`src/rtl/reduce_seq.sv`:
```
`default_nettype none
// ============================================================================
// Module      : reduce_seq
// Description : Sequential bit-reduction engine. A WIDTH-bit word is
//               accepted with a valid/ready handshake and reduced CHUNK bits
//               per clock (OR, AND, XOR or NOR), LSB chunk first. The 1-bit
//               result is held on out until the consumer takes it.
//
// Parameters  : WIDTH  input word width (must be an integer multiple of CHUNK)
//               CHUNK  bits folded into the accumulator per RUN cycle (>= 1)
//
// Ports       : clk        rising-edge clock
//               reset      synchronous active-high reset
//               in_valid   request present
//               in_ready   block can accept a request (IDLE)
//               in         word to reduce
//               mode       00 OR, 01 AND, 10 XOR, 11 NOR
//               out_valid  result available (DONE)
//               out_ready  consumer takes the result
//               out        reduction result, 0 while out_valid is low
//               busy       high whenever the FSM is not IDLE
//
// Revision    : 1.0  initial release
// ============================================================================
module reduce_seq #(
    parameter int WIDTH = 16,
    parameter int CHUNK = 4
) (
    input  logic             clk,
    input  logic             reset,
    input  logic             in_valid,
    output logic             in_ready,
    input  logic [WIDTH-1:0] in,
    input  logic [1:0]       mode,
    output logic             out_valid,
    input  logic             out_ready,
    output logic             out,
    output logic             busy
);

    localparam int c_num_chunks = WIDTH / CHUNK;
    // A 1-bit index is kept even for a single chunk so no zero-width vector exists.
    localparam int c_idx_w      = (c_num_chunks > 1) ? $clog2(c_num_chunks) : 1;
    localparam logic [c_idx_w-1:0] c_last_idx = c_idx_w'(c_num_chunks - 1);
    localparam logic [c_idx_w-1:0] c_idx_one  = c_idx_w'(1);

    localparam logic [1:0] c_mode_or  = 2'b00;
    localparam logic [1:0] c_mode_and = 2'b01;
    localparam logic [1:0] c_mode_xor = 2'b10;
    localparam logic [1:0] c_mode_nor = 2'b11;

    typedef enum logic [1:0] {
        ST_IDLE = 2'd0,
        ST_RUN  = 2'd1,
        ST_DONE = 2'd2
    } state_t;

    state_t              r_state;
    state_t              w_state_next;
    logic [WIDTH-1:0]    r_data;
    logic [1:0]          r_mode;
    logic                r_acc;
    logic [c_idx_w-1:0]  r_idx;
    logic [CHUNK-1:0]    w_chunk;
    logic                w_acc_next;

    // The latched word is shifted right one chunk per RUN cycle, so the chunk
    // being processed (index r_idx) always sits in the low CHUNK bits.
    assign w_chunk = r_data[CHUNK-1:0];

    // ------------------------------------------------------------------------
    // State register
    // ------------------------------------------------------------------------
    always_ff @(posedge clk) begin
        if (reset) begin
            r_state <= ST_IDLE;
        end else begin
            r_state <= w_state_next;
        end
    end

    // ------------------------------------------------------------------------
    // Next state, accumulator update and outputs
    // ------------------------------------------------------------------------
    always_comb begin
        w_state_next = r_state;
        w_acc_next   = r_acc | (|w_chunk);
        in_ready     = 1'b0;
        out_valid    = 1'b0;
        out          = 1'b0;
        busy         = 1'b1;

        // NOR accumulates as OR; inversion happens only at the output.
        case (r_mode)
            c_mode_and: w_acc_next = r_acc & (&w_chunk);
            c_mode_xor: w_acc_next = r_acc ^ (^w_chunk);
            default:    w_acc_next = r_acc | (|w_chunk);
        endcase

        case (r_state)
            ST_IDLE: begin
                in_ready = 1'b1;
                busy     = 1'b0;
                if (in_valid) begin
                    w_state_next = ST_RUN;
                end
            end
            ST_RUN: begin
                if (r_idx == c_last_idx) begin
                    w_state_next = ST_DONE;
                end
            end
            ST_DONE: begin
                out_valid = 1'b1;
                out       = (r_mode == c_mode_nor) ? ~r_acc : r_acc;
                if (out_ready) begin
                    w_state_next = ST_IDLE;
                end
            end
            default: begin
                w_state_next = ST_IDLE;
            end
        endcase
    end

    // ------------------------------------------------------------------------
    // Datapath: capture on accept, fold one chunk per RUN cycle. Nothing is
    // written in DONE, which keeps out stable and ignores new requests.
    // ------------------------------------------------------------------------
    always_ff @(posedge clk) begin
        if (reset) begin
            r_data <= '0;
            r_mode <= 2'b00;
            r_acc  <= 1'b0;
            r_idx  <= '0;
        end else begin
            case (r_state)
                ST_IDLE: begin
                    if (in_valid) begin
                        r_data <= in;
                        r_mode <= mode;
                        r_acc  <= (mode == c_mode_and);
                        r_idx  <= '0;
                    end
                end
                ST_RUN: begin
                    r_data <= r_data >> CHUNK;
                    r_acc  <= w_acc_next;
                    r_idx  <= r_idx + c_idx_one;
                end
                default: begin
                end
            endcase
        end
    end

endmodule
`default_nettype wire
```
`config.mk`:
```
export PLATFORM = sky130hd
export DESIGN_NAME = reduce_seq
export DESIGN_NICKNAME = d
export VERILOG_FILES = /design/src/rtl/reduce_seq.sv
export SDC_FILE = /design/constraint.sdc
export NUM_CORES = 1
export LEC_CHECK = 0
export ABC_AREA = 1
export CORE_UTILIZATION = 45
export DETAILED_ROUTE_END_ITERATION = 12
export PLACE_DENSITY = 0.74
export SLEW_MARGIN = 20
export SYNTH_ARGS = -nofsm -noshare
export SYNTH_HDL_FRONTEND = slang
export SYNTH_SLANG_ARGS = --single-unit
```
`constraint.sdc`:
```
create_clock -name clk -period 1.97 [get_ports clk]
set_input_delay 0.394 -clock clk [delete_from_list [all_inputs] [get_ports clk]]
set_output_delay 0.394 -clock clk [all_outputs]
set_load 0.1 [all_outputs]
```
==> out/summary.log, run 1 <==
[status] status finished, final reports clean
[synthesis] area share of the leading cell type in the synthesized netlist 37.0%
[floorplan] initial cell density of the core 48.9%
[hold_path] HP Class flip-flop to flip-flop
[timing] Fmax 544 MHz
[synthesis] synthesized net count 194
[global_route] global-route total usage across every layer 19.3%
[hold_path] hold path endpoint r_data[10]
[timing] pin slew with the least headroom to its limit 465 ps
[cts] TritonCTS clock tree built
[placed_design] post-detail-place hpwl 1850 um
[route] top routing layer in use met4
[synthesis] area fraction in and, or, nand and nor cells after synthesis 18.5%
[timing] Worst Clk Skew 3.54 ps
[timing] setup repair after global routing missed its margin false
[synthesis] post-synthesis sequential element count 23
[cts] Max H-tree Level 1
[placed_design] Placed Cells incl. Taps 216
[cells_and_area] Multi-input gate area 661 um^2
[placed_design] number of buffers added on ports 25
[worst_setup_path] endpoint class of the critical path output pin
[timing] worst max-slew margin expressed relative to the limit 69.0%
[synthesis] area of the mapped netlist 1240 um^2
[route] final WL 2380 um
[global_route] pin count of the biggest net entering global routing 23
[power] largest vdd supply drop 0.000533 V
[timing] Final WS setup 133 ps
[synthesis] Synth cell types 23
[job] Max Cap Violations 0
[worst_setup_path] number of cells on the worst reg-to-reg path 7
[worst_setup_path] reg2reg end r_data[6]
[floorplan] area of the core 2540 um^2
[synthesis] most area-hungry cell type in the Yosys netlist sky130_fd_sc_hd__dfxtp_1
[worst_setup_path] Req. time, crit path 1580 ps
[timing] Period Utilization, post-route 93.3%
[placed_design] routability cong. 0.715
[floorplan] die outline area 2980 um^2
[synthesis] Cells after Synth 164
[cells_and_area] share of post-route cells with drive strength above 1 16.8%
[synthesis] portion of netlist area occupied by mux cells 0%
[cts] TritonCTS buffer count 3
[route] Routed Antenna Nets 0
[cts] worst skew pair latency 320 ps
[cts] clock tree sinks 23
[timing] final hold violation count 0
[placed_design] worst setup timing slack at the placement stage 242 ps
[synthesis] largest cells by area after synthesis sky130_fd_sc_hd__dfxtp_1, sky130_fd_sc_hd__nand2_1, sky130_fd_sc_hd__ha_1
[power] Power Dens Cells 666 nW/um^2
[floorplan] height of the die 54.6 um
[global_route] aggregate global routing overflow 0
[synthesis] per-instance average area after synthesis 7.58 um^2
[power] post-layout total power 1070 uW
[worst_setup_path] FF-to-FF setup slack 570 ps
[cts] Hold-fix buffers, CTS 0
[floorplan] floorplan row count 18
[synthesis] XOR/XNOR share of the synthesized area 0%
[synthesis] main combinational cell family by area after synthesis compound AO/OA/AOI/OAI gates
[floorplan] Chip Width 54.6 um
[synthesis] compound-gate portion of the synthesized area 24.6%
[power] leakage power total 0.000684 uW
[worst_setup_path] Setup CP Type flip-flop to output pin
[cells_and_area] post-synthesis to final-layout area growth 29.3%
[cts] cells resized by post-CTS repair 0
[route] average via count per standard cell 4.81
[global_route] wire length of the first global-routing pass 3970 um
[power] net switching power figure 348 uW
[cells_and_area] final net count 221
[route] routed len/inst 10.8 um
[floorplan] I/O pin count 26
[route] post-route met1 wirelength 1140 um
[hold_path] number of stages on the worst hold path 2
[synthesis] proportion of synthesized chip area in sequential cells 37.0%
[global_route] via count of the first global-routing pass 944
[cts] Max Root-Sink Buffers 2
[worst_setup_path] Max FO, Critical Path 3
[synthesis] YS warnings 0
[cells_and_area] most common cell after layout, fill and taps aside sky130_fd_sc_hd__nand2_1
[cells_and_area] storage element area 460 um^2
[worst_setup_path] CP Launch Type flip-flop
[power] Seq pwr share 49.6%
[cells_and_area] highest-count cells in the layout ignoring fill and taps sky130_fd_sc_hd__nand2_1, sky130_fd_sc_hd__dfxtp_1, sky130_fd_sc_hd__inv_1, sky130_fd_sc_hd__clkdlybuf4s50_1, sky130_fd_sc_hd__a21oi_1
[global_route] antenna violations before repair 0
[cells_and_area] count of fill cells added during filler insertion 228
[worst_setup_path] crit path DAT 1440 ps
[power] clock share of power 20.8%
[timing] final-report setup violation count 0
[timing] min Tclk post-route 1840 ps
[cells_and_area] final standard cell count with taps included and fillers excluded 220
[cts] buffers inserted during post-CTS setup optimization 0
[route] wire length on met2 1140 um
[timing] Total Neg Setup Slack 0 ps
[timing] Hold Slack 467 ps
[power] net switching share of the total power 32.5%
[cts] clock slew at the register clock pins of the worst setup and hold paths 120 ps
[hold_path] launch instance of the worst min-delay path r_data[10]
[route] first drt pass iteration count 4
[route] drc violations 0
[route] routed length on met3 50 um
[worst_setup_path] worst reg2reg path startpoint r_state[0]
[route] initial drt markers 14
[synthesis] Adder-Cell Fraction of Synth Area 8.05%
[power] power share of the combinational group 29.6%
[cts] Clk Tree Root Cell sky130_fd_sc_hd__clkbuf_4
[power] internal power summed over all cells 723 uW
[cells_and_area] diode count 0
[timing] number of pins with negative max-slew slack in the final report 0
[route] detailed-route via count 1059
## cell families (layout without fill, tap and decap cells)
logic type / count (synthesis) / in the layout
compound gates: 51 / 51
fa+ha+maj: 8 / 8
buf+inv: 30 / 56
flops: 23 / 23
simple gates: 52 / 52
## worst max-delay path by stage
stage	to	depth (start not counted)	slack, ps	start
2_1_floorplan	out	4	-230	r_state[1]
5_1_grt	out	5	40	r_state[1]
3_5_place_dp	r_data[6]	7	240	in_valid
3_3_place_gp	r_data[11]	7	300	in_valid
4_1_cts	out	5	110	r_state[1]
6_report	out	5	130	r_state[1]
## per-stage QoR
stage               util (%)  cell area (um^2)
floorplan                  -              1270
global placement        62.1              1580
detailed placement      62.1              1580
CTS                     63.2              1610
global route            63.2              1610
finish                  63.2              1610
## registers in the layout, indices dropped and copies added, names as in the netlist
signal / count
r_acc: 1
r_data: 16
r_idx: 2
r_mode: 2
r_state: 2
## final cells by class
class	instances	share of cell area (%)
multi-input cells	111	41.1
inverters	24	6.07
clock buffers	4	1.63
repair buffers	28	20.2
flip-flops and latches	23	28.6
well taps	30	2.33
## cells in the mapped netlist, drive strengths merged
master and n:
nand3 2, nor2 7, nand2 42, a21oi 25, nor3b 1, inv 24
dfxtp 23, o21a 1, buf 5, o21ai 25, clkbuf 1, ha 8
## power groups by stage
stage / logic, uW / clock network [uW] / registers, uW
after CTS: 319 / 228 / 531
after detailed placement: 318 / 0 / 542
after floorplan: 225 / 0 / 537
after global placement: 306 / 0 / 540
final: 317 / 223 / 531
after global routing: 353 / 247 / 537
## critical path, cell delays in order (launching register included)
cell	delay (ps)
sky130_fd_sc_hd__dfxtp_1	410
sky130_fd_sc_hd__inv_2	70
sky130_fd_sc_hd__nor2_4	130
sky130_fd_sc_hd__o21ai_0	160
sky130_fd_sc_hd__a21oi_4	160
sky130_fd_sc_hd__buf_12	180
## routing by layer
layer / GRT usage (%) / vias to the layer above
li1: - / 579
met1: 23.9 / 458
met2: 31.5 / 17
met3: 3.33 / 5
met4: 10.3 / 0
met5: 0 / -
(Power assumes the default switching activity.)
==> inputs of run 2 (changes only) <==
--- a/config.mk
+++ b/config.mk
@@ -6,9 +6,10 @@
 export NUM_CORES = 1
 export LEC_CHECK = 0
 export ABC_AREA = 1
+export ABC_CLOCK_PERIOD_IN_PS = 1970
 export CORE_UTILIZATION = 45
 export DETAILED_ROUTE_END_ITERATION = 12
-export PLACE_DENSITY = 0.74
+export PLACE_DENSITY = 0.72
 export SLEW_MARGIN = 20
 export SYNTH_ARGS = -nofsm -noshare
 export SYNTH_HDL_FRONTEND = slang
==> run 2 against run 1 <==
  * Setup slack improved by 14 ps
  * Sequential cell count unchanged
  * Register-to-register slack got worse by 70 ps
==> out/summary.log, run 2 (synthesis gave the netlist of run 1 again) <==
[status] status finished, final reports clean
[timing] setup repair after global routing missed its margin false
[cts] TritonCTS clock tree built
[global_route] met2 track demand over resource in global routing 29.1%
[timing] pin slew with the least headroom to its limit 482 ps
[cells_and_area] count of fill cells added during filler insertion 228
[hold_path] HP Class flip-flop to flip-flop
[cells_and_area] share of post-route cells with drive strength above 1 16.4%
[worst_setup_path] endpoint class of the critical path output pin
[floorplan] floorplan row count 18
[global_route] pin count of the biggest net entering global routing 31
[worst_setup_path] FF-to-FF setup slack 500 ps
[global_route] M1 GR Usage 21.2%
[route] routed len/inst 10.3 um
[worst_setup_path] Req. time, crit path 1580 ps
[worst_setup_path] Setup CP Type flip-flop to output pin
[cells_and_area] max reg flops 16
[timing] Fmax 548 MHz
[cells_and_area] diode count 0
[global_route] via count of the first global-routing pass 913
[cts] cells resized by post-CTS repair 0
[timing] min Tclk post-route 1820 ps
[route] drc violations 0
[timing] worst max-slew margin expressed relative to the limit 67.8%
[power] largest vdd supply drop 0.000510 V
[cells_and_area] register with the most flip-flops r_data
[worst_setup_path] reg2reg end r_acc
[worst_setup_path] Crit path buffers/inverters 2
[cts] worst skew pair latency 300 ps
[worst_setup_path] CP Launch Type flip-flop
[job] Max Cap Violations 0
[route] average via count per standard cell 4.79
[cells_and_area] most common cell after layout, fill and taps aside sky130_fd_sc_hd__nand2_1
[worst_setup_path] crit path DAT 1430 ps
[cts] TritonCTS buffer count 3
[route] final WL 2260 um
[worst_setup_path] end of the critical path out
[worst_setup_path] Largest delay share family, worst path flip-flops
[worst_setup_path] slowest cell on the critical path sky130_fd_sc_hd__dfxtp_1
[worst_setup_path] start point of the critical path r_state[1]
[worst_setup_path] number of cells on the worst reg-to-reg path 7
[cts] Clk Tree Root Cell sky130_fd_sc_hd__clkbuf_4
[cells_and_area] storage element area 460 um^2
[route] initial drt markers 15
[placed_design] routability cong. 0.770
[global_route] global-route total usage across every layer 17.5%
[timing] number of pins with negative max-slew slack in the final report 0
[timing] final-report setup violation count 0
[floorplan] height of the die 54.6 um
[floorplan] I/O pin count 26
[cells_and_area] Multi-input gate area 661 um^2
[cells_and_area] highest-count cells in the layout ignoring fill and taps sky130_fd_sc_hd__nand2_1, sky130_fd_sc_hd__dfxtp_1, sky130_fd_sc_hd__inv_1, sky130_fd_sc_hd__clkdlybuf4s50_1, sky130_fd_sc_hd__a21oi_1
[cells_and_area] utilization of the core after routing 62.4%
[floorplan] die outline area 2980 um^2
[cells_and_area] final net count 220
[cells_and_area] post-synthesis to final-layout area growth 27.7%
[timing] Worst Clk Skew 3.71 ps
[power] Power Dens Cells 660 nW/um^2
[cts] Max H-tree Level 1
[worst_setup_path] Worst path max stage delay 400 ps
[power] leakage power total 0.000675 uW
[global_route] wire length of the first global-routing pass 3680 um
[placed_design] number of buffers added on ports 25
[global_route] met3 routing resource usage after global routing 5.83%
[floorplan] Chip Width 54.6 um
[worst_setup_path] Critical Path, Cell by Cell inv_2 -> nor2_4 -> o21ai_0 -> a21oi_4 -> buf_12
[floorplan] area of the core 2540 um^2
[worst_setup_path] worst reg2reg path startpoint r_state[0]
[timing] final hold violation count 0
[route] first drt pass iteration count 4
[route] Routed Antenna Nets 0
[worst_setup_path] cell count along the critical path 5
[floorplan] initial cell density of the core 48.9%
[cts] buffers inserted during post-CTS setup optimization 0
[power] post-layout total power 1050 uW
[timing] Period Utilization, post-route 92.6%
[cts] clock tree sinks 23
[worst_setup_path] Max FO, Critical Path 3
[cts] clock slew at the register clock pins of the worst setup and hold paths 120 ps
[cts] Max Root-Sink Buffers 2
[placed_design] post-detail-place hpwl 1770 um
[global_route] aggregate global routing overflow 0
[route] detailed-route via count 1050
[global_route] antenna violations before repair 0
[cts] Hold-fix buffers, CTS 0
[global_route] Most Crowded Layer GR met2
[run 2: worst min-delay path by stage]
| stage | startpoint | end | slack [ps] | cells past startpoint |
|---|---|---|---|---|
| floorplan | r_data[10] | r_data[10] | 430 | 2 |
| global placement | r_data[10] | r_data[10] | 450 | 2 |
| detailed placement | r_data[4] | r_data[4] | 450 | 2 |
| CTS | r_data[10] | r_data[10] | 470 | 2 |
| global route | r_data[5] | r_data[5] | 490 | 2 |
| finish | r_data[4] | r_data[4] | 460 | 2 |
[run 2: final cells by class]
| type | count | area share [%] |
|---|---|---|
| well taps | 30 | 2.36 |
| inverters | 24 | 6.15 |
| flip-flops and latches | 23 | 29.0 |
| clock buffers | 4 | 1.65 |
| multi-input cells | 111 | 41.6 |
| repair buffers | 27 | 19.2 |
[run 2: per-stage QoR]
| step | TNS [ps] | hold WS (ps) | setup slack (ps) | instances | area, um^2 |
|---|---|---|---|---|---|
| 6_report | 0 | 461 | 147 | 219 | 1590 |
| 2_1_floorplan | -235 | 431 | -235 | 164 | 1270 |
| 3_3_place_gp | 0 | 446 | 173 | 215 | 1560 |
| 3_5_place_dp | 0 | 446 | 128 | 215 | 1560 |
| 5_1_grt | 0 | 493 | 71.7 | 219 | 1590 |
| 4_1_cts | 0 | 465 | 108 | 219 | 1590 |
[run 2: tightest hold or removal path, stage by stage (launching register included)]
cell	delay (ps)
sky130_fd_sc_hd__dfxtp_1	320
sky130_fd_sc_hd__inv_1	70
sky130_fd_sc_hd__a21oi_2	50
[run 2: power by group]
part / internal [uW] / switching [uW]
Combinational: 129 / 177
Sequential: 507 / 23.3
Clock: 79.0 / 133
[run 2: layer usage]
metal  wire (um)  vias to the layer above
met1        1090                      457
met2        1080                       16
li1            -                      575
met4          19                        0
met3          77                        2
met5           0                        -
==> inputs of run 3 (changes only) <==
==> constraint.sdc (replaced) <==
create_clock -name clk -period 1.97 [get_ports clk]
set_input_delay 0.2955 -clock clk [delete_from_list [all_inputs] [get_ports clk]]
set_output_delay 0.2955 -clock clk [all_outputs]
set_load 0.1 [all_outputs]
==> run 3 against run 2 <==
  * Sequential share of layout area fell by 0.25 points
  * Critical path type unchanged
  * Wire length increased by 0.44%
  * Largest power group unchanged
  * Cell count unchanged
  * Clock skew increased by 2.0 ps
  * Via count is 0.57% higher
  * Register-to-register slack gained 80 ps
  * Largest cell class unchanged
  * Combinational power grew 2%
  * Maximum frequency rose by 4.7%
  * Critical endpoint unchanged
  * Clock power grew 2%
  * Sequential cell count unchanged
==> out/summary.log, run 3 (synthesis gave the netlist of run 1 again) <==
[status] status finished, final reports clean
[cts] worst skew pair latency 310 ps
[cts] Hold-fix buffers, CTS 0
[floorplan] die outline area 2980 um^2
[timing] Fmax 574 MHz
[timing] worst max-slew margin expressed relative to the limit 69.4%
[job] Max Cap Violations 0
[placed_design] routability cong. 0.716
[cells_and_area] final standard cell count with taps included and fillers excluded 219
[timing] Worst Clk Skew 5.68 ps
[floorplan] I/O pin count 26
[global_route] antenna violations before repair 0
[timing] Period Utilization, post-route 88.4%
[global_route] aggregate global routing overflow 0
[hold_path] HP Class flip-flop to flip-flop
[cts] buffers inserted during post-CTS setup optimization 0
[cts] TritonCTS clock tree built
[cts] cells resized by post-CTS repair 0
[cts] clock slew at the register clock pins of the worst setup and hold paths 120 ps
[route] detailed-route via count 1056
[cells_and_area] highest-count cells in the layout ignoring fill and taps sky130_fd_sc_hd__nand2_1, sky130_fd_sc_hd__dfxtp_1, sky130_fd_sc_hd__inv_1, sky130_fd_sc_hd__clkdlybuf4s50_1, sky130_fd_sc_hd__a21oi_1
[worst_setup_path] Req. time, crit path 1670 ps
[cells_and_area] most common cell after layout, fill and taps aside sky130_fd_sc_hd__nand2_1
[cells_and_area] post-synthesis to final-layout area growth 28.8%
[placed_design] cell area after placement 1570 um^2
[timing] setup repair after global routing missed its margin false
[placed_design] Placed Cells incl. Taps 215
[timing] final hold violation count 0
[route] initial drt markers 14
[cells_and_area] share of post-route cells with drive strength above 1 16.9%
[route] first drt pass iteration count 4
[global_route] wire length of the first global-routing pass 3710 um
[power] post-layout total power 1060 uW
[timing] pin slew with the least headroom to its limit 459 ps
[placed_design] number of buffers added on ports 25
[power] Power Dens Cells 662 nW/um^2
[floorplan] height of the die 54.6 um
[hold_path] number of stages on the worst hold path 2
[route] average via count per standard cell 4.82
[cts] TritonCTS buffer count 3
[route] routed len/inst 10.4 um
[route] drc violations 0
[floorplan] initial cell density of the core 48.9%
[cells_and_area] count of fill cells added during filler insertion 228
[cells_and_area] final standard cell area without fillers 1600 um^2
[timing] min Tclk post-route 1740 ps
[timing] number of pins with negative max-slew slack in the final report 0
[route] final WL 2270 um
[cells_and_area] diode count 0
[cts] Max H-tree Level 1
[global_route] global-route total usage across every layer 18.0%
[worst_setup_path] crit path DAT 1450 ps
[floorplan] floorplan row count 18
[worst_setup_path] number of cells on the worst reg-to-reg path 7
[cells_and_area] final net count 220
[worst_setup_path] CP Launch Type flip-flop
[worst_setup_path] endpoint class of the critical path output pin
[cts] Max Root-Sink Buffers 2
[cts] clock tree sinks 23
[floorplan] Chip Width 54.6 um
[cts] Clk Tree Root Cell sky130_fd_sc_hd__clkbuf_4
[power] leakage power total 0.000682 uW
[global_route] pin count of the biggest net entering global routing 23
[timing] final-report setup violation count 0
[worst_setup_path] Max FO, Critical Path 3
[cells_and_area] max reg flops 16
[worst_setup_path] Setup CP Type flip-flop to output pin
[route] Routed Antenna Nets 0
[global_route] via count of the first global-routing pass 936
[cells_and_area] register with the most flip-flops r_data
[floorplan] area of the core 2540 um^2
[power] largest vdd supply drop 0.000609 V
[placed_design] post-detail-place hpwl 1760 um
==> run 3: cell count changes in the layout (fill, tap and decap cells not counted) <==
cell	before	now
sky130_fd_sc_hd__clkinv_2	0	1
sky130_fd_sc_hd__buf_4	2	1
sky130_fd_sc_hd__buf_12	4	5
sky130_fd_sc_hd__clkbuf_1	1	0
==> run 3: path summary, 6_finish.rpt <==
path,start,endpoint,slack [ps]
worst min register to register,r_data[7],r_data[7],460
worst min-delay path,r_data[7],r_data[7],460
worst max-delay path,r_state[1],out,230
worst max register to register,r_state[0],r_data[13],580
==> run 3: power breakdown <==
| group | switching [uW] | internal, uW | leakage (uW) |
|---|---|---|---|
| Sequential | 23.6 | 507 | 0.000190 |
| Clock | 141 | 76.0 | 0.0000177 |
| Combinational | 177 | 135 | 0.000474 |
| Total | 342 | 718 | 0.000682 |
==> run 3: area by class of cell <==
cell class	instances	area (um^2)	share of cell area, %
multi-input cells	111	661	41.2
flip-flops and latches	23	460	28.7
repair buffers	27	318	19.8
inverters	24	97.6	6.09
well taps	30	37.5	2.34
clock buffers	3	22.5	1.41
clock inverters	1	5.00	0.312
==> run 3: critical path: stages (launching register included) <==
cell                      delay [ps]
sky130_fd_sc_hd__dfxtp_1         410
sky130_fd_sc_hd__inv_2            70
sky130_fd_sc_hd__nor2_4          140
sky130_fd_sc_hd__o21ai_0         160
sky130_fd_sc_hd__a21oi_4         160
sky130_fd_sc_hd__buf_12          180
==> run 3: metrics by stage <==
step / hold slack [ps] / setup TNS (ps) / setup WS, ps / util [%]
finish: 464 / 0 / 229 / 62.9
global route: 483 / 0 / 160 / 62.9
CTS: 467 / 0 / 206 / 62.9
detailed placement: 447 / 0 / 341 / 61.8
global placement: 445 / 0 / 376 / 61.8
floorplan: 365 / -136 / -136 / -
==> run 3: per-layer routing <==
metal | vias up | global-route usage, % | share of wire [%]
met2 | 17 | 30.9 | 48
met5 | - | 0 | 0
met4 | 0 | 7.69 | 1.6
met3 | 4 | 6.11 | 4.1
li1 | 581 | - | -
met1 | 454 | 20.0 | 46
